==> src/rtl/rca_pkg.sv <==
// Shared types and sizing helpers for the ripple adder/subtractor family.
// Chunked variants size their slice counters from n_chunks().
package rca_pkg;

    typedef enum logic [1:0] {
        IDLE,
        RUN,
        DONE
    } state_t;

    localparam int CHUNK_DEFAULT = 8;

    function automatic int n_chunks(input int width, input int chunk);
        return (width + chunk - 1) / chunk;
    endfunction

endpackage

==> src/rtl/full_subtractor.sv <==
// One-bit full subtractor: diff = a - b - borrow_in.
// Borrows out when b plus the incoming borrow exceeds a.
module full_subtractor (
    input  logic i_bit1,
    input  logic i_bit2,
    input  logic i_borrow,
    output logic o_diff,
    output logic o_borrow
);

    assign o_diff   = i_bit1 ^ i_bit2 ^ i_borrow;
    assign o_borrow = (~i_bit1 & i_bit2)
                    | (~(i_bit1 ^ i_bit2) & i_borrow);

endmodule

==> src/rtl/ripple_borrow_subtractor_seq.sv <==
// Multi-cycle ripple-borrow subtractor, CHUNK bits per RUN cycle.
// Result is {borrow, difference} with valid/ready on both sides.
module ripple_borrow_subtractor_seq
    import rca_pkg::*;
#(
    parameter int WIDTH = 61,
    parameter int CHUNK = CHUNK_DEFAULT
) (
    input  logic             i_clk,
    input  logic             i_rst,
    input  logic             i_valid,
    output logic             o_ready,
    input  logic [WIDTH-1:0] i_sub_term1,
    input  logic [WIDTH-1:0] i_sub_term2,
    output logic             o_valid,
    input  logic             i_ready,
    output logic [WIDTH:0]   o_result
);

    localparam int N_CHUNKS = n_chunks(WIDTH, CHUNK);
    localparam int PW       = N_CHUNKS * CHUNK;
    localparam int LAST_W   = WIDTH - (N_CHUNKS - 1) * CHUNK;
    localparam int IDXW     = (N_CHUNKS > 1) ? $clog2(N_CHUNKS) : 1;
    localparam int BW       = $clog2(PW) + 1;

    localparam logic [IDXW-1:0] IDX_LAST = IDXW'(N_CHUNKS - 1);

    state_t            state_q, state_d;
    logic [IDXW-1:0]   idx_q, idx_d;
    logic              borrow_q, borrow_d;
    logic [PW-1:0]     t1_q, t1_d;
    logic [PW-1:0]     t2_q, t2_d;
    logic [WIDTH-1:0]  diff_q, diff_d;

    logic [BW-1:0]     base;
    logic [CHUNK-1:0]  s1, s2, sdiff;
    logic [CHUNK:0]    bchain;

    assign base      = BW'(idx_q) * BW'(CHUNK);
    assign s1        = t1_q[base +: CHUNK];
    assign s2        = t2_q[base +: CHUNK];
    assign bchain[0] = borrow_q;

    for (genvar g = 0; g < CHUNK; g++) begin : g_fs
        full_subtractor u_fs (
            .i_bit1   (s1[g]),
            .i_bit2   (s2[g]),
            .i_borrow (bchain[g]),
            .o_diff   (sdiff[g]),
            .o_borrow (bchain[g+1])
        );
    end

    always_comb begin
        state_d  = state_q;
        idx_d    = idx_q;
        borrow_d = borrow_q;
        t1_d     = t1_q;
        t2_d     = t2_q;
        diff_d   = diff_q;
        unique case (state_q)
            IDLE: begin
                if (i_valid) begin
                    t1_d     = PW'(i_sub_term1);
                    t2_d     = PW'(i_sub_term2);
                    borrow_d = 1'b0;
                    idx_d    = '0;
                    state_d  = RUN;
                end
            end
            RUN: begin
                // padding columns of the last slice are never stored
                for (int i = 0; i < CHUNK; i++) begin
                    if (int'(base) + i < WIDTH) begin
                        diff_d[int'(base)+i] = sdiff[i];
                    end
                end
                if (idx_q == IDX_LAST) begin
                    borrow_d = bchain[LAST_W];
                    idx_d    = '0;
                    state_d  = DONE;
                end else begin
                    borrow_d = bchain[CHUNK];
                    idx_d    = idx_q + 1'b1;
                end
            end
            DONE: begin
                if (i_ready) begin
                    state_d = IDLE;
                end
            end
            default: state_d = IDLE;
        endcase
    end

    always_ff @(posedge i_clk or posedge i_rst) begin
        if (i_rst) begin
            state_q  <= IDLE;
            idx_q    <= '0;
            borrow_q <= 1'b0;
            t1_q     <= '0;
            t2_q     <= '0;
            diff_q   <= '0;
        end else begin
            state_q  <= state_d;
            idx_q    <= idx_d;
            borrow_q <= borrow_d;
            t1_q     <= t1_d;
            t2_q     <= t2_d;
            diff_q   <= diff_d;
        end
    end

    assign o_ready  = (state_q == IDLE);
    assign o_valid  = (state_q == DONE);
    assign o_result = {borrow_q, diff_q};

endmodule
==> config.mk <==
export PLATFORM = sky130hd
export DESIGN_NAME = ripple_borrow_subtractor_seq
export DESIGN_NICKNAME = d
export VERILOG_FILES = /design/src/rtl/rca_pkg.sv /design/src/rtl/full_subtractor.sv /design/src/rtl/ripple_borrow_subtractor_seq.sv
export SDC_FILE = /design/constraint.sdc
export NUM_CORES = 1
export LEC_CHECK = 0
export BUFFER_PORTS_ARGS = -buffer_cell sky130_fd_sc_hd__buf_2
export CELL_PAD_IN_SITES_DETAIL_PLACEMENT = 0
export CELL_PAD_IN_SITES_GLOBAL_PLACEMENT = 1
export CORE_ASPECT_RATIO = 2
export CORE_MARGIN = 8
export CORE_UTILIZATION = 35
export CTS_CLUSTER_SIZE = 10
export DETAILED_ROUTE_END_ITERATION = 10
export PLACE_DENSITY = 0.65
export SLEW_MARGIN = 30
export SYNTH_ARGS = -nofsm -noshare
export SYNTH_HDL_FRONTEND = slang
export SYNTH_SLANG_ARGS = --single-unit
==> constraint.sdc <==
create_clock -name i_clk -period 9.9 [get_ports i_clk]
set_clock_uncertainty 0.05 [all_clocks]
set_input_delay 1.98 -clock i_clk [delete_from_list [all_inputs] [get_ports i_clk]]
set_output_delay 1.98 -clock i_clk [all_outputs]
set_load 0.01 [all_outputs]
==> reports/qor.yml <==
reg2regPathDepth: 14
fmax_ghz: 0.1834
drc: 0
r2r_start: "idx_q[2]"
fin_tns_setup_ns: 0
cts_buffers: 17
die-width_um: 126.2
grt_overflow_total: 0
drt-wirelength-per-cell_um: 21.70
cp-start-kind: "register"
synth_top_cell_area_share_pct: 55.65
rsz0062_at_grt: "false"
cts.repair.resized: 0
syn_area_sq_mm: 0.008498
grt_pass1_wl_mm: 35.98
synth_edf_count: 0
cts.sinks: 189
p_leak_nw: 4.940
syn_inst: 609
cts_tree: "done"
htreeDepth: 4
path_class: "register to register"
row_count: 80
finalSetupViolations: 0
end_kind: "register"
drt_iter0_drc: 366
ys_async_sr_fraction_pct: 100.0
synthTopCellsByArea: "dfrtp_1, mux2_2, mux2i_1, mux4_2, inv_1"
cts.path.max_buffers: 2
ir_drop_uv: 238.8
post_cts_buffers: 0
post-route-min-period_ns: 5.453
track_usage_pct: 16.10
synth_ff_type: "dfrtp_1"
io_buffers: 189
drive_gt1_share_pct: 48.43
root_buffer: "clkbuf_16"
cp.arrival_ns: 5.73
drtPass1Iterations: 4
vias: 5388
slew_headroom_pct: 40.12
grt_pass1_vias: 6129
seq_area_frac_synth_pct: 55.65
ant_nets: 0
hold_class: "register to register"
yosys.area.top_type: "dfrtp_1"
rrSetupSlack_ns: 4.45
dp_hpwl_mm: 17.88
diodes: 0
tightest_slew_ns: 0.8982
worst_ep_required_time_ns: 10.18
syn_area_per_cell_sq_um: 13.95
io_pins: 190
dp_cells: 1048
rr_endpoint: "diff_q[31]"
synthTopCellsByCount: "dfrtp_1, mux2_2, mux2i_1"
yosys_warnings: 0
ys_types: 35
synth_fp_nets: 745
hold_buffers: 0
grt_max_degree: 127
chipHeight_um: 236.4
synth.most_common_cell: "dfrtp_1"
routed_wl_mm: 23.48
fp.coreArea_sq_mm: 0.02382
via_per_inst: 4.980
min_from: "diff_q[16]"
cts.clk_slew.worst_paths_ns: 0.08
whs_path_depth: 1
start_util_pct: 35.67
crit_fanout: 28
syn_to_final_growth_pct: 20.33
synth_seq_cells: 189
clock_latency_ns: 0.44
p_per_area_mw_per_mm2: 407.3
fin_crit_sh_pct: 55.08
holdPathEnd: "diff_q[16]"
drv_cap: 0
final_hold_viol_count: 0
gp_congestion: 0.7767
status: "completed"
fin_cells: 1082
nets: 918
slew_viol_final: 0
antenna_found_initial: 0
die_area_sq_mm: 0.02982
==> state kept, by name, summed over array words and instances (netlist names) <==
register	count
borrow_q	1
diff_q	61
idx_q	3
state_q	2
t1_q	61
t2_q	61
==> metrics by stage <==
| step | hold slack, ns | util (%) | instance area [sq um] | setup WS [ns] | power [mW] |
|---|---|---|---|---|---|
| after global routing | 0.4658 | 42.93 | 10230 | 4.208 | 4.463 |
| after global placement | 0.4360 | 40.37 | 9618 | 4.575 | 3.509 |
| after detailed placement | 0.4432 | 40.37 | 9618 | 4.450 | 3.595 |
| after floorplan | 0.4218 | - | 8498 | 2.728 | 2.764 |
| after CTS | 0.4602 | 42.69 | 10170 | 4.395 | 4.260 |
| final | 0.4561 | 42.93 | 10230 | 4.447 | 4.165 |
==> critical path, cell delays in order, from the launching register on <==
cell and delay [ns]:
dfrtp_1 0.72, nor2b_1 0.78, a22oi_1 0.14, nand2_1 0.12, fa_1 0.16, inv_1 0.05, fa_1 0.38, fa_1 0.39
fa_1 0.42, fa_1 0.42, fa_1 0.40, fa_1 0.39, inv_1 0.09, fa_1 0.51, mux2_2 0.32
==> power breakdown <==
part | internal (mW) | leakage [nW] | switching [mW]
combinational | 0.917 | 2.41 | 1.17
sequential | 1.18 | 2.26 | 0.248
clock | 0.331 | 0.274 | 0.323
==> worst max path at each step <==
stage	cells after the start	startpoint	slack, ns	end
CTS	12	idx_q[0]	4.39	diff_q[31]
floorplan	1	i_rst	2.73	borrow_q
global route	14	idx_q[2]	4.21	diff_q[15]
finish	14	idx_q[2]	4.45	diff_q[31]
global placement	12	idx_q[0]	4.57	diff_q[39]
detailed placement	12	idx_q[0]	4.45	diff_q[31]
==> area by class of cell <==
cell class / instances / area [sq um]
Clock buffer: 17 / 425.4
Clock inverter: 15 / 127.6
Fill cell: 2283 / 13600
Inverter: 48 / 187.7
Multi-Input combinational cell: 330 / 3354
Sequential cell: 189 / 4733
Tap cell: 287 / 359.1
Timing Repair Buffer: 196 / 1039
==> placed cells by master, fill, tap and decap left out, types with 2 or more instances in the layout <==
cell type  count
o31ai_1       11
o21ai_0       11
o221a_2        3
mux4_2         9
inv_8          3
a22oi_1       13
clkbuf_16     17
mux2_4         2
o221ai_1       3
inv_6          7
clkinv_4       3
clkinv_2       2
nand2_1       22
ha_1           2
mux2_2       135
a22o_1         4
nor4b_2        2
fa_1           8
nand2b_1       6
buf_4          5
a221oi_1       3
mux2i_1       75
dfrtp_1      188
inv_1         47
nor2b_1        4
nor2_1         6
buf_16         2
buf_2        189
==> cells by family (layout without fill, tap and decap cells) <==
| group | after synthesis | after routing | synth area share, % |
|---|---|---|---|
| flops | 189 | 189 | 55.65 |
| compound gates | 49 | 49 | 4.284 |
| simple gates | 49 | 49 | 3.062 |
| buf+inv | 90 | 276 | 5.050 |
| mux | 222 | 222 | 29.77 |
| fa+ha+maj | 10 | 10 | 2.179 |
==> metal layers <==
metal / up-vias / global-route usage (%) / part of all wire (%)
met1: 2751 / 16.15 / 36
li1: 2476 / - / -
met5: - / 0 / 0
met3: 16 / 3.910 / 4.2
met4: 0 / 6.752 / 2.1
met2: 145 / 30.57 / 58
Power figures use the tool's default switching activity.
